$ cat src/rtl/drone_ctrl_top.sv
// Quad-rotor speed controller: registers commands, derives per-motor rpm targets,
// then drives each motor with a saturated proportional correction against its sensor.
module drone_ctrl_top #(
   parameter int HOVER_RPM = 2750,
   parameter int ALT_STEP  = 400,
   parameter int DIR_STEP  = 200,
   parameter int MAX_RPM   = 5500,
   parameter int KP_SHIFT  = 1
) (
   input  logic               clk,
   input  logic               resetn,
   input  logic signed [2:0]  altcmd,
   input  logic signed [2:0]  dircmd    [1:0],
   input  logic signed [15:0] rpm_sense [3:0],
   output logic signed [15:0] mot_set   [3:0]
);

   localparam int TW = 20;
   localparam logic signed [TW-1:0] HOVER_W = TW'(HOVER_RPM);
   localparam logic signed [TW-1:0] ALT_W   = TW'(ALT_STEP);
   localparam logic signed [TW-1:0] DIR_W   = TW'(DIR_STEP);
   localparam logic signed [TW-1:0] MAX_W   = TW'(MAX_RPM);
   localparam logic signed [17:0]   SAT_HI  = 18'sd32767;
   localparam logic signed [17:0]   SAT_LO  = -18'sd32768;

   logic signed [2:0]    alt_q;
   logic signed [2:0]    dir_q     [1:0];
   logic signed [15:0]   target_q  [3:0];

   logic signed [TW-1:0] base;
   logic signed [TW-1:0] lat_d;
   logic signed [TW-1:0] lon_d;
   logic signed [TW-1:0] tgt_raw   [3:0];
   logic signed [15:0]   tgt_clamp [3:0];
   logic signed [15:0]   sense_c   [3:0];
   logic signed [17:0]   err       [3:0];
   logic signed [17:0]   err_sh    [3:0];
   logic signed [15:0]   mot_next  [3:0];

   function automatic logic signed [15:0] clamp_rpm(input logic signed [TW-1:0] v);
      if (v < 0)
         return '0;
      else if (v > MAX_W)
         return MAX_W[15:0];
      else
         return v[15:0];
   endfunction

   // Motor order is left, right, front, rear; lateral and longitudinal
   // commands push opposite motor pairs apart around the common base.
   always_comb begin
      base       = HOVER_W + TW'(alt_q) * ALT_W;
      lat_d      = TW'(dir_q[0]) * DIR_W;
      lon_d      = TW'(dir_q[1]) * DIR_W;
      tgt_raw[0] = base + lat_d;
      tgt_raw[1] = base - lat_d;
      tgt_raw[2] = base - lon_d;
      tgt_raw[3] = base + lon_d;
      for (int unsigned i = 0; i < 4; i++) begin
         tgt_clamp[i] = clamp_rpm(tgt_raw[i]);
      end
   end

   always_comb begin
      for (int unsigned i = 0; i < 4; i++) begin
         sense_c[i] = clamp_rpm(TW'(rpm_sense[i]));
         err[i]     = 18'(target_q[i]) - 18'(sense_c[i]);
         err_sh[i]  = err[i] <<< KP_SHIFT;
         if (err_sh[i] > SAT_HI)
            mot_next[i] = 16'sh7fff;
         else if (err_sh[i] < SAT_LO)
            mot_next[i] = 16'sh8000;
         else
            mot_next[i] = err_sh[i][15:0];
      end
   end

   always_ff @(posedge clk) begin
      if (resetn) begin
         alt_q    <= '0;
         dir_q[0] <= '0;
         dir_q[1] <= '0;
         for (int unsigned i = 0; i < 4; i++) begin
            target_q[i] <= '0;
            mot_set[i]  <= '0;
         end
      end else begin
         alt_q    <= altcmd;
         dir_q[0] <= dircmd[0];
         dir_q[1] <= dircmd[1];
         for (int unsigned i = 0; i < 4; i++) begin
            target_q[i] <= tgt_clamp[i];
            mot_set[i]  <= mot_next[i];
         end
      end
   end

endmodule

$ cat config.mk
export PLATFORM = sky130hd
export DESIGN_NAME = drone_ctrl_top
export DESIGN_NICKNAME = d
export VERILOG_FILES = /design/src/rtl/drone_ctrl_top.sv
export SDC_FILE = /design/constraint.sdc
export NUM_CORES = 1
export LEC_CHECK = 0
export BUFFER_PORTS_ARGS = -buffer_cell sky130_fd_sc_hd__buf_2
export CAP_MARGIN = 20
export CORE_ASPECT_RATIO = 0.7
export CORE_MARGIN = 5
export CORE_UTILIZATION = 55
export DETAILED_ROUTE_END_ITERATION = 8
export GPL_TIMING_DRIVEN = 0
export PLACE_DENSITY = 0.78
export SLEW_MARGIN = 20
export SYNTH_ARGS = -nofsm -noshare
export SYNTH_HDL_FRONTEND = slang
export SYNTH_SLANG_ARGS = --single-unit
$ cat constraint.sdc
create_clock -name clk -period 7.4 [get_ports clk]
set_input_delay 0.74 -clock clk [delete_from_list [all_inputs] [get_ports clk]]
set_output_delay 0.74 -clock clk [all_outputs]
set_load 0.1 [all_outputs]
; After elaboration in Yosys (flattened, before gate mapping)
; Memory sizes are Yosys's and may differ from the RTL's.
; Cells that the tools add are included.
[op_classes]
add_sub_neg = 9
mul = 3
n_lt_le_gt_ge = 24
mux = 33
n_bitwise = 6
n_reduce_logical = 4
[ops]
columns = cell, count
row1 = 2-to-1 mux 16 bit, 24
row2 = greater-than comparator 18 x 16 -> 1 bit (second input constant), 4
row3 = < comparator 18 x 16 -> 1 bit (second input constant), 4
row4 = subtractor 16 x 16 -> 17 bit, 4
row5 = greater-than comparator 16 x 14 -> 1 bit (second input constant), 4
row6 = < comparator 16 x 1 -> 1 bit (second input constant), 4
row7 = greater-than comparator 15 x 14 -> 1 bit (second input constant), 4
row8 = < comparator 15 x 1 -> 1 bit (second input constant), 4
row9 = 2-to-1 mux 15 bit, 4
row10 = adder 14 x 12 -> 15 bit, 2
row11 = subtractor 14 x 12 -> 15 bit, 2
row12 = multiplier 3 x 6 -> 9 bit (second input constant), 3
row13 = adder 13 x 13 -> 14 bit (first input constant), 1
row14 = OR reduction 2 bit, 4
row15 = 2-to-1 mux 3 bit, 2
row16 = OR 1 bit, 6
row17 = 2-to-1 mux 1 bit, 3
[word_totals]
regBits = 67
ramBits = 70
inputBits = 75
output_inout_bits = 64
wordCells = 90
n_memories = 2
[memory_table]
columns = memory, depth, word_bits, rd, rd_clocked_by_memory_dff, wr, line_no
row1 = target_q, 4, 16, 4, 0, 4, 28  ; logic signed [15:0] target_q [3:0];
row2 = dir_q, 2, 3, 2, 0, 2, 27  ; logic signed [2:0] dir_q [1:0];

; Logic depth before layout (Yosys ltp)
; Gate-level depths: netlist (run 1).
[depth]
ltp_word = 7
mapped_depth = 16
ltp_nobuf = 16

; Worst setup path before layout (run 1)
; No wires, ideal clock.
[synth_path]
kind = reg2reg
from = register alt_q[0]
to = memory target_q[3][3]
setup_time_ps = 95
arrival_ps = 3842
required_time_ps = 7305
setup_slack_ps = 3463
stages_incl_launch_ff = 13
n_path_buf = 0
synth_period_minus_slack_ps = 3937
cell_sequence = dfxtp_1 fa_1 ha_1 fa_1 nor2_1 xnor2_1 ha_1 or3_1 o311a_1 a31oi_1 xnor2_1 nor2b_1 a221oi_1
[synth_rtl]
columns = element, line_no
row1 = "start, declared", 26  ; logic signed [2:0] alt_q;
row2 = "start signal, assigned", 88  ; alt_q <= altcmd;
row3 = "end, declared", 28

==> qor.csv, run 1 <==
stage;metric;value;unit
route;wl_per_cell;16.5;µm
power_and_ir_drop;pwr-share-seq;0.229;
logic_synthesis;synth_warnings;0;
logic_synthesis;synth-edff-count;0;
floorplanning;num_rows;39;
logic_synthesis;syn_area;8960;µm²
sta;post-route-period-util;0.642;
cells_and_area;final_cells;1431;
clocking;cts.sinks;125;
min_path;min_from;dircmd[5];
power_and_ir_drop;net-switching-power;1.95;mW
cells_and_area;layout_common_cells;buf_2 (140), dfxtp_1 (125), ha_1 (115), inv_1 (73), o21ai_0 (72);
min_path;worstHoldPathCells;2;
sta;fmax;210;MHz
setup_path;r2r_slack;2.65;ns
setup_path;worstRegToRegCells;13;
floorplanning;die_w;163;µm
grt;grt_pass1_vias;7416;
setup_path;cp.required;7.72;ns
logic_synthesis;synth_seq_area_share;0.279;
floorplanning;core-area;16200;µm²
floorplanning;die_area;19000;µm²
power_and_ir_drop;p_sw_frac;0.507;
setup_path;worst-setup-path-type;reg -> reg;
clocking;post_cts_buffers;0;
cells_and_area;fillers;1336;
power_and_ir_drop;clock_power_share;0.213;
setup_path;critPathMaxFanout;10;
grt;antenna_found_initial;0;
sta;tightest_slew;0.858;ns
setup_path;arrival;5.08;ns
cells_and_area;area_growth;17.4;%
power_and_ir_drop;power.density;366;nW/µm²
route;vias;8234;
clocking;cts_made_buffers;17;
clocking;cts_tree;yes;
logic_synthesis;ys_types;75;
sta;min_period;4.75;ns
logic_synthesis;async_flop_share;0;
floorplanning;chipHeight;117;µm
sta;rsz0062_at_grt;false;
logic_synthesis;ys_dominant_reg_cell;dfxtp_1;
route;route.detailed.drc;0;
sta;fin_setup_tns;0;ns
logic_synthesis;syn_area_per_cell;8.67;µm²
logic_synthesis;ys_ff_latch;125;
power_and_ir_drop;leakagePower;4.94;nW
grt;grt_max_degree;17;
clocking;clk-insertion-delay-late;0.44;ns
job;max_cap_violations;0;
power_and_ir_drop;ir_drop;0.000242;V
sta;finClkSkew;0.0103;ns
route;vias_per_cell;5.75;
sta;hold_viol;0;
grt;grt_pass1_wl;37100;µm
clocking;cts_resized;0;
clocking;htree_levels;4;
route;dr.pass1.iters;5;
clocking;holdBufCountCts;0;
clocking;clockBufferDepth;2;
power_and_ir_drop;power.internal;1.90;mW
cells_and_area;layout_commonest_cell;buf_2;
route;routed_wl;23600;µm
logic_synthesis;synthCells;1033;
setup_path;reg2reg_from;alt_q[2]$_SDFF_PP0_;
grt;grt.total_usage;0.246;
grt;grt_overflow_total;0;
placed_design;dp_cells;1399;
min_path;holdPathEnd;dir_q[0][5]$_SDFF_PP0_;
cells_and_area;diodes;0;
clocking;clkTransAtPathRegs;0.06;ns
floorplanning;pin_count;139;
cells_and_area;seqCellArea;2500;µm²
setup_path;r2r_end;target_q[3][5]$_SDFF_PP0_;
cells_and_area;num-nets-final;1397;
cells_and_area;multi_input_area;6110;µm²
route;drt_iter0_drc;731;
setup_path;start_kind;flop;
route;detail-route-antenna-nets;0;
power_and_ir_drop;combPwrFrac;0.557;
floorplanning;initial_core_util;0.555;
sta;finalMaxSlewViolations;0;
setup_path;crit_path_end_kind;flop;
cells_and_area;drive_above_1_share;0.171;
min_path;holdCritPathClass;in -> reg;
placed_design;numPortBuffers;135;
run_status;status;finished, final reports clean;
sta;setup_viol;0;
placed_design;place_congestion;0.980;
placed_design;dp_hpwl;18700;µm
sta;slew_headroom;0.424;
clocking;cts_root_buf;clkbuf_16;
-- area by class of cell --
type | instances | share of cell area
Timing Repair Buffer | 135 | 0.0642
Tap cell | 225 | 0.0268
Buffer | 21 | 0.00809
Sequential cell | 125 | 0.238
Clock inverter | 15 | 0.0144
Clock buffer | 17 | 0.0405
Inverter | 75 | 0.0268
Multi-Input combinational cell | 818 | 0.581
-- per-layer routing --
metal	track usage	vias up	part of all wire
li1	-	4083	-
met1	0.364	3803	0.49
met2	0.352	313	0.40
met3	0.0651	35	0.096
met4	0.0693	0	0.017
met5	0	-	0
-- worst max-delay path, cell delays in order (launching register included) --
cell and delay, ns:
dfxtp_1 0.60, fa_1 0.50, ha_1 0.25, fa_1 0.58, nor2_1 0.08, xnor2_1 0.32
ha_1 0.31, o21ai_0 0.12, nand2b_1 0.12, o311a_1 0.25, a31oi_1 0.12, xnor2_1 0.69
nor2b_1 0.29, a221oi_1 0.39
-- registers in the layout (all words and copies together) (netlist names) --
name      flops
mot_set      64
dir_q         6
target_q     52
alt_q         3
-- how the worst max path moves through the flow --
stage	from	end	slack, ns	cells past startpoint
2_1_floorplan	alt_q[0]$_SDFF_PP0_	target_q[3][3]$_SDFF_PP0_	3.46	12
3_3_place_gp	rpm_sense[25]	mot_set[27]$_SDFF_PP0_	2.69	15
3_5_place_dp	rpm_sense[25]	mot_set[27]$_SDFF_PP0_	2.73	15
4_1_cts	alt_q[0]$_SDFF_PP0_	target_q[3][5]$_SDFF_PP0_	2.76	13
5_1_grt	alt_q[0]$_SDFF_PP0_	target_q[3][5]$_SDFF_PP0_	2.34	13
6_report	alt_q[2]$_SDFF_PP0_	target_q[3][5]$_SDFF_PP0_	2.65	13
-- cells by family after synthesis --
| logic type | share of synthesized area |
|---|---|
| and+or+nand+nor | 0.146 |
| buffers and inverters | 0.0409 |
| muxes | 0.00126 |
| adders and majority gates | 0.192 |
| AOI/OAI and AO/OA | 0.265 |
| xor gates and xnor gates | 0.0743 |
| other | 0.000838 |
| DFF | 0.279 |
-- power groups by stage --
| stage | Sequential, mW | Combinational [mW] | Clock, mW |
|---|---|---|---|
| 2_1_floorplan | 1.64 | 0.972 | 0 |
| 3_3_place_gp | 0.897 | 2.07 | 0 |
| 3_5_place_dp | 0.898 | 2.10 | 0 |
| 4_1_cts | 0.884 | 2.11 | 0.833 |
| 5_1_grt | 0.900 | 2.29 | 0.867 |
| 6_report | 0.884 | 2.15 | 0.821 |
-- cells in the mapped netlist (all sizes together) (4+ instances only) --
cell type,instances,area (µm²)
a2111oi,6,52.6
a211o,8,70.1
a211oi,20,170
a21boi,4,30.0
a21o,27,204
a21oi,69,345
a221oi,6,52.6
a31oi,22,138
a41o,4,41.3
a41oi,4,35.0
and2,7,43.8
and3,8,50.1
buf,7,32.5
clkbuf,14,52.6
dfxtp,125,2500
fa,14,280
ha,115,1440
inv,75,282
nand2,58,218
nand2b,14,87.6
nand3,17,85.1
nor2,57,216
nor2b,18,113
nor3,27,135
nor3b,10,75.1
nor4,4,25.0
nor4bb,5,50.1
o211a,4,40.0
o211ai,9,72.6
o21a,21,158
o21ai,76,384
o21ba,5,50.1
o21bai,23,173
o22ai,4,25.0
o31a,4,35.0
o31ai,13,108
or2,9,56.3
or3,8,50.1
xnor2,54,473
xor2,22,193
-- metrics by stage --
stage | hold WS [ns] | total power, mW | setup slack (ns) | instance area (µm²) | utilization
2_1_floorplan | 0.525 | 2.61 | 3.46 | 8980 | -
3_3_place_gp | 0.551 | 2.97 | 2.69 | 9940 | 0.615
3_5_place_dp | 0.558 | 3.00 | 2.73 | 9940 | 0.615
4_1_cts | 0.504 | 3.83 | 2.76 | 10500 | 0.651
5_1_grt | 0.522 | 4.06 | 2.34 | 10500 | 0.651
6_report | 0.508 | 3.85 | 2.65 | 10500 | 0.651
Note: power is estimated with default switching activity, not from simulation.
==> run 2, diff against run 1 <==
--- a/config.mk
+++ b/config.mk
@@ -5,6 +5,7 @@
 export SDC_FILE = /design/constraint.sdc
 export NUM_CORES = 1
 export LEC_CHECK = 0
+export ABC_AREA = 1
 export BUFFER_PORTS_ARGS = -buffer_cell sky130_fd_sc_hd__buf_2
 export CAP_MARGIN = 20
 export CORE_ASPECT_RATIO = 0.7
@@ -12,7 +13,7 @@
 export CORE_UTILIZATION = 55
 export DETAILED_ROUTE_END_ITERATION = 8
 export GPL_TIMING_DRIVEN = 0
-export PLACE_DENSITY = 0.78
+export PLACE_DENSITY = 0.77
 export SLEW_MARGIN = 20
 export SYNTH_ARGS = -nofsm -noshare
 export SYNTH_HDL_FRONTEND = slang
==> constraint.sdc (replaced) <==
create_clock -name clk -period 4.8 [get_ports clk]
set_input_delay 0.48 -clock clk [delete_from_list [all_inputs] [get_ports clk]]
set_output_delay 0.48 -clock clk [all_outputs]
set_load 0.1 [all_outputs]
==> run 2 against run 1 <==
Clock-buffer cell count rose by 1; first-iteration DRC count up 8.2%; cell area increased by 5.7%; synthesized area rose by 6.1%; largest cell class unchanged; flip-flop and latch count unchanged; wire length increased by 3.9%; critical endpoint is now target_q[2][7]$_SDFF_PP0_; highest routed layer unchanged; largest power group unchanged; final cell count up 24%; global-route usage decreased by 0.38 points.
==> qor.csv, run 2 <==
stage;metric;value;unit;change
setup_path;start_kind;flop;;
cells_and_area;layout_commonest_cell;nand2_1;;
logic_synthesis;synth-edff-count;0;;unchanged
clocking;holdBufCountCts;0;;unchanged
floorplanning;initial_core_util;0.557;;+0.00246
cells_and_area;top_register;mot_set;;
logic_synthesis;ys_dominant_reg_cell;dfxtp_1;;
power_and_ir_drop;power.density;584;nW/µm²;+59%
clocking;clkTransAtPathRegs;0.06;ns;about the same
cells_and_area;fillers;1588;;+19%
logic_synthesis;ys_ff_latch;125;;unchanged
min_path;min_from;altcmd[0];;
clocking;cts_tree;yes;;
floorplanning;die_w;167;µm;+2.8%
power_and_ir_drop;power;6.49;mW;+69%
route;route.detailed.drc;0;;unchanged
grt;antenna_found_initial;0;;unchanged
min_path;holdPathEnd;alt_q[0]$_SDFF_PP0_;;
route;top_layer;met4;;
sta;fin_ws;0.547;ns;-2.10 ns
power_and_ir_drop;ir_drop;0.000499;V;+110%
route;vias;9063;;+10%
min_path;worstHoldPathCells;3;;+1
sta;fmax;235;MHz;+12%
floorplanning;core-area;17100;µm²;+5.7%
logic_synthesis;synth_top_cells_by_count;nand2_1 (342), inv_1 (197), nor2_1 (140);;
clocking;clockBufferDepth;2;;unchanged
floorplanning;chipHeight;120;µm;+2.8%
cells_and_area;fin_util;0.651;;about the same
cells_and_area;design_area;11100;µm²;+5.7%
route;drt_iter0_drc;791;;+8.2%
placed_design;place_area;10500;µm²;+5.7%
logic_synthesis;synth_seq_area_share;0.263;;-0.0161
route;dr_wl_met2;9590;µm;+1.3%
sta;fin_setup_tns;0;ns;unchanged
placed_design;pre_cts_slack;0.369;ns;-2.36 ns
grt;grt_pass1_vias;8098;;+9.2%
logic_synthesis;synth_warnings;0;;unchanged
sta;hold_viol;0;;unchanged
grt;grt_pass1_wl;39900;µm;+7.4%
clocking;cts.sinks;125;;unchanged
sta;slew_headroom;0.417;;-0.00674
setup_path;r2r_slack;0.55;ns;-2.10 ns
power_and_ir_drop;leakagePower;6.22;nW;+26%
grt;grt_overflow_total;0;;unchanged
route;wl_met3;2140;µm;-5.2%
grt;grt.total_usage;0.242;;-0.00376
sta;finClkSkew;0.0125;ns;+0.00226 ns
route;dr.pass1.iters;7;;+2
route;vias_per_cell;5.09;;-12%
sta;min_period;4.25;ns;-0.500 ns
route;routed_wl;24500;µm;+3.9%
logic_synthesis;ys_types;49;;-35%
logic_synthesis;syn_area_per_cell;6.92;µm²;-20%
placed_design;numPortBuffers;137;;+1.5%
cells_and_area;drive_above_1_share;0.138;;-0.0333
route;wl_per_cell;13.8;µm;-16%
setup_path;reg2reg_from;alt_q[2]$_SDFF_PP0_;;
run_status;status;finished, final reports clean;;
cells_and_area;diodes;0;;unchanged
sta;rsz0062_at_grt;false;;
logic_synthesis;synth.top_cell.area_share;0.263;;-0.0161
route;detail-route-antenna-nets;0;;unchanged
job;max_cap_violations;0;;unchanged
setup_path;arrival;4.61;ns;-0.47 ns
sta;post-route-period-util;0.886;;+0.244
logic_synthesis;synth_top_area_cell;dfxtp_1;;
cells_and_area;largest_registers;mot_set (64), target_q (52), dir_q (6);;
setup_path;worstRegToRegCells;17;;+4
sta;finalMaxSlewViolations;0;;unchanged
sta;setup_viol;0;;unchanged
cells_and_area;area_growth;16.9;%;
floorplanning;pin_count;139;;unchanged
placed_design;place_congestion;0.962;;-1.8%
setup_path;r2r_end;target_q[2][7]$_SDFF_PP0_;;
setup_path;crit_path_end_kind;flop;;
grt;grt_max_degree;17;;unchanged
logic_synthesis;syn_area;9510;µm²;+6.1%
route;drt-met1-wl;12500;µm;+8.6%
clocking;htree_levels;4;;unchanged
floorplanning;die_area;20100;µm²;+5.7%
logic_synthesis;synthCells;1374;;+33%
logic_synthesis;synth_area_leaders;dfxtp_1 (26%), ha_1 (15%), nand2_1 (13%);;
clocking;cts_root_buf;clkbuf_16;;
setup_path;cp.required;5.15;ns;-2.57 ns
clocking;clk-insertion-delay-late;0.42;ns;-0.02 ns
placed_design;dp_hpwl;20200;µm;+8.2%
floorplanning;num_rows;40;;+2.6%
sta;tightest_slew;0.874;ns;+0.0163 ns
cells_and_area;largest_reg_flops;64;;unchanged
cells_and_area;num-nets-final;1740;;+25%
setup_path;critPathMaxFanout;8;;-2
clocking;cts_made_buffers;17;;unchanged
setup_path;worst-setup-path-type;reg -> reg;;
logic_synthesis;yosysMostFrequentCell;nand2_1;;
logic_synthesis;async_flop_share;0;;unchanged
cells_and_area;layout_common_cells;nand2_1 (342), inv_1 (197), nor2_1 (140), buf_2 (140), dfxtp_1 (124);;
min_path;holdCritPathClass;in -> reg;;
-- run 2: how the worst max path moves through the flow --
stage / from / end / slack (ns) / depth (start not counted)
floorplan: alt_q[0]$_SDFF_PP0_ / target_q[0][3]$_SDFF_PP0_ / 1.06 / 17
global placement: alt_q[0]$_SDFF_PP0_ / target_q[0][9]$_SDFF_PP0_ / 0.49 / 17
detailed placement: alt_q[0]$_SDFF_PP0_ / target_q[0][9]$_SDFF_PP0_ / 0.37 / 17
CTS: alt_q[0]$_SDFF_PP0_ / target_q[0][9]$_SDFF_PP0_ / 0.34 / 17
global route: alt_q[2]$_SDFF_PP0_ / target_q[2][7]$_SDFF_PP0_ / 0.11 / 18
finish: alt_q[2]$_SDFF_PP0_ / target_q[2][7]$_SDFF_PP0_ / 0.55 / 17
-- run 2: metal layers --
layer / GRT usage / vias to the layer above
li1: - / 4718
met1: 0.371 / 3986
met2: 0.343 / 327
met3: 0.0524 / 32
met4: 0.0547 / 0
met5: 0 / -
-- run 2: area by class of cell --
cell class / instances / area, µm² / share of cell area
Tap cell: 231 / 289 / 0.0260
Clock buffer: 18 / 439 / 0.0395
Inverter: 202 / 758 / 0.0682
Timing Repair Buffer: 137 / 686 / 0.0617
Multi-Input combinational cell: 1039 / 6210 / 0.559
Sequential cell: 125 / 2500 / 0.225
Clock inverter: 14 / 169 / 0.0152
Buffer: 14 / 61.3 / 0.00552
-- run 2: what timing repair did --
| action | CTS | global route |
|---|---|---|
| resized for setup | 0 | 1 |
| setup endpoints to repair | 0 | 5 |
| setup buffers | 0 | 0 |
-- run 2: power by group --
group          switching (mW)  leakage (nW)  internal [mW]  total (mW)
clock                   0.531         0.291          0.798        1.33
combinational            2.82          4.89          0.930        3.75
sequential             0.0989          1.04           1.32        1.41
-- run 2: stage by stage --
stage	std cells	hold WS [ns]
floorplan	1380	0.537
global placement	1748	0.638
detailed placement	1748	0.637
CTS	1780	0.243
global route	1780	0.260
finish	1780	0.254
-- run 2: critical path, stage by stage (launching register included) --
cell and delay (ns):
dfxtp_1 0.54, fa_1 0.49, ha_1 0.25, ha_1 0.22, ha_1 0.21, xnor2_1 0.30
xor2_1 0.39, ha_1 0.38, inv_1 0.21, nand2_1 0.10, nor2_1 0.14, nand3_1 0.09
nand3_1 0.11, xor2_1 0.24, nand3_1 0.12, nand2_2 0.16, nand2_1 0.12, nor2_1 0.11
-- run 2: logic make-up after synthesis --
group                      count (synthesis)  share of synthesized area
other                                      2                   0.000790
buffers and inverters                    216                     0.0862
adders and majority gates                129                      0.181
and+or+nand+nor                          625                      0.280
AOI/OAI and AO/OA                        205                      0.122
DFF                                      125                      0.263
xor gates and xnor gates                  72                     0.0671
==> run 3, diff against run 2 <==
--- a/config.mk
+++ b/config.mk
@@ -10,10 +10,10 @@
 export CAP_MARGIN = 20
 export CORE_ASPECT_RATIO = 0.7
 export CORE_MARGIN = 5
-export CORE_UTILIZATION = 55
+export CORE_UTILIZATION = 53
 export DETAILED_ROUTE_END_ITERATION = 8
 export GPL_TIMING_DRIVEN = 0
-export PLACE_DENSITY = 0.77
+export PLACE_DENSITY = 0.78
 export SLEW_MARGIN = 20
 export SYNTH_ARGS = -nofsm -noshare
 export SYNTH_HDL_FRONTEND = slang
==> constraint.sdc (replaced) <==
create_clock -name clk -period 3.77 [get_ports clk]
set_input_delay 0.377 -clock clk [delete_from_list [all_inputs] [get_ports clk]]
set_output_delay 0.377 -clock clk [all_outputs]
set_load 0.1 [all_outputs]
==> run 3 against run 2 <==
The run now ends with negative setup slack left; combinational power is 33% higher; clock power is 40% higher; cell area up 5.8%; clock skew shrank 0.0032 ns; wire length increased by 6.0%; clock-buffer cell count stayed put; flip-flop and latch count did not move; via count is 4.1% higher; utilization rose by 0.96 points; non-clock buffer count grew 20; sequential power up 28%.
==> qor.csv, run 3 (same netlist as run 2, synthesis figures left out) <==
stage;metric;value;unit;change
run_status;status;finished, violations left;;
run_status;violations;negative setup slack;;
sta;finalMaxSlewViolations;0;;unchanged
cells_and_area;multi_input_area;6600;µm²;+6.3%
sta;fmax;263;MHz;+12%
clocking;holdBufCountCts;0;;unchanged
sta;post-route-period-util;1.01;;+0.124
cells_and_area;diodes;0;;unchanged
clocking;cts_made_buffers;17;;unchanged
cells_and_area;final_cells;1804;;+1.3%
power_and_ir_drop;clock_power_share;0.215;;+0.010
sta;fin_ws;-0.0391;ns;-0.586 ns
grt;grt_overflow_total;0;;unchanged
sta;finClkSkew;0.00930;ns;-0.00324 ns
min_path;worstHoldPathCells;3;;unchanged
setup_path;cp.required;4.10;ns;-1.05 ns
clocking;htree_levels;4;;unchanged
route;routed_wl;26000;µm;+6.0%
route;wl_per_cell;14.4;µm;+4.6%
floorplanning;chipHeight;122;µm;+1.7%
clocking;cts_root_buf;clkbuf_16;;
power_and_ir_drop;combPwrFrac;0.578;;about the same
grt;antenna_found_initial;0;;unchanged
placed_design;pre_cts_slack;-0.630;ns;-0.999 ns
placed_design;dp_hpwl;20000;µm;-0.90%
route;dr.pass1.iters;6;;-1
placed_design;dp_cells;1753;;+0.29%
clocking;clk-insertion-delay-late;0.43;ns;about the same
floorplanning;pin_count;139;;unchanged
clocking;cts.sinks;125;;unchanged
min_path;holdCritPathClass;in -> reg;;
sta;rsz0062_at_grt;true;;
sta;slew_headroom;0.375;;-0.0422
placed_design;numPortBuffers;137;;unchanged
sta;tightest_slew;0.937;ns;+0.0633 ns
cells_and_area;largest_reg_flops;64;;unchanged
cells_and_area;drive_above_1_share;0.191;;+0.0538
floorplanning;core-area;17800;µm²;+4.3%
setup_path;start_kind;flop;;
power_and_ir_drop;p_sw_frac;0.514;;-0.0167
grt;grt_max_degree;17;;unchanged
grt;grt.total_usage;0.236;;-0.00570
power_and_ir_drop;power.density;736;nW/µm²;+26%
setup_path;worst-setup-path-type;reg -> reg;;
sta;min_period;3.81;ns;-0.444 ns
cells_and_area;fillers;1556;;-2.0%
setup_path;crit_path_end_kind;flop;;
floorplanning;num_rows;41;;+2.5%
setup_path;crit_family;adder cells;;
setup_path;cpMaxStageDelayCell;fa_1;;
floorplanning;initial_core_util;0.534;;-0.0230
setup_path;crit_cells;18;;+1
cells_and_area;num-nets-final;1760;;+1.1%
setup_path;path_cells;fa_1 -> ha_1 -> ha_1 -> ha_1 -> xnor2_2 -> inv_1 -> ha_4 -> clkinvlp_4 -> a21oi_2 -> nor2_2 -> a211oi_2 -> nand3_2 -> xor2_4 -> nand3_2 -> nand2_4 -> nand2_2 -> nand2_1 -> inv_1;;
floorplanning;die_w;170;µm;+1.8%
sta;hold_viol;0;;unchanged
power_and_ir_drop;power.internal;4.21;mW;+38%
sta;setup_viol;3;;+3
setup_path;worstRegToRegCells;18;;+1
route;vias_per_cell;5.23;;+2.7%
route;detail-route-antenna-nets;0;;unchanged
power_and_ir_drop;ir_drop;0.000675;V;+35%
floorplanning;die_area;20800;µm²;+3.5%
cells_and_area;layout_common_cells;nand2_1 (331), inv_1 (190), buf_2 (138), nor2_1 (136), dfxtp_1 (116);;
clocking;cts_tree;yes;;
cells_and_area;largest_registers;mot_set (64), target_q (52), dir_q (6);;
setup_path;arrival;4.14;ns;-0.47 ns
power_and_ir_drop;leakagePower;6.40;nW;+2.9%
route;drt_iter0_drc;764;;-3.4%
grt;grt_pass1_wl;39700;µm;-0.47%
clocking;clkTransAtPathRegs;0.06;ns;about the same
setup_path;path_buf_inv;3;;+2
setup_path;max_stage_delay;0.45;ns;-0.09 ns
cells_and_area;area_growth;23.7;%;
power_and_ir_drop;pwr-share-seq;0.207;;-0.011
cells_and_area;seqCellArea;2530;µm²;+1.1%
clocking;clockBufferDepth;2;;unchanged
route;vias;9437;;+4.1%
cells_and_area;top_register;mot_set;;
placed_design;place_congestion;0.995;;+3.5%
setup_path;cp_common_cell;ha_1;;
job;max_cap_violations;0;;unchanged
cells_and_area;layout_commonest_cell;nand2_1;;
grt;grt_pass1_vias;8230;;+1.6%
route;route.detailed.drc;0;;unchanged
setup_path;critPathMaxFanout;8;;unchanged
power_and_ir_drop;net-switching-power;4.45;mW;+29%
-- run 3: path summary, 6_finish.rpt --
| path | from | end | slack, ns |
|---|---|---|---|
| max | dir_q[0][3]$_SDFF_PP0_ | target_q[2][10]$_SDFF_PP0_ | -0.04 |
| min | altcmd[2] | alt_q[2]$_SDFF_PP0_ | 0.14 |
| max reg2reg | dir_q[0][3]$_SDFF_PP0_ | target_q[2][10]$_SDFF_PP0_ | -0.04 |
| min reg2reg | dir_q[0][0]$_SDFF_PP0_ | target_q[0][3]$_SDFF_PP0_ | 0.54 |
-- run 3: per-stage QoR --
stage / instance area (µm²) / utilization / hold WS (ns) / total power, mW / setup TNS [ns]
floorplan: 9530 / - / 0.484 / 5.68 / 0
global placement: 10500 / 0.591 / 0.575 / 6.48 / -20.69
detailed placement: 10500 / 0.591 / 0.584 / 6.53 / -22.55
CTS: 11400 / 0.639 / 0.134 / 8.45 / -0.00448
global route: 11800 / 0.661 / 0.144 / 9.17 / -2.29
finish: 11800 / 0.661 / 0.138 / 8.66 / -0.0534
-- run 3: layout make-up --
| type | count | area share |
|---|---|---|
| multi-input combinational | 1039 | 0.561 |
| inverter | 202 | 0.0650 |
| timing repair buffer | 158 | 0.0717 |
| clock buffer | 18 | 0.0365 |
| buffer | 13 | 0.00532 |
| tap | 236 | 0.0251 |
| clock inverter | 13 | 0.0202 |
| sequential | 125 | 0.215 |
-- run 3: layer usage --
metal | share of wire | routed length, µm | up-vias | GRT usage
met2 | 0.41 | 10700 | 391 | 0.337
met5 | 0 | 0 | - | 0
met3 | 0.095 | 2460 | 44 | 0.0577
met4 | 0.017 | 433 | 0 | 0.0653
li1 | - | - | 4757 | -
met1 | 0.48 | 12400 | 4245 | 0.352
-- run 3: timing repair --
item                                    in CTS  in global routing
pin swaps                                    5                 23
setup buffers                                6                 15
resized for setup                           32                 67
endpoints found under the setup margin      48                 46
-- run 3: tightest hold or removal path, stage by stage --
cell    delay (ns)
buf_2         0.09
inv_1         0.04
nor2_1        0.03
-- run 3: power by group through the flow --
stage                     registers, mW  clock network [mW]  logic [mW]
after floorplan                    3.48                   0        2.20
after global placement             1.82                   0        4.66
after detailed placement           1.83                   0        4.70
after CTS                          1.80                1.88        4.77
after global routing               1.83                1.95        5.39
final                              1.80                1.86        5.00
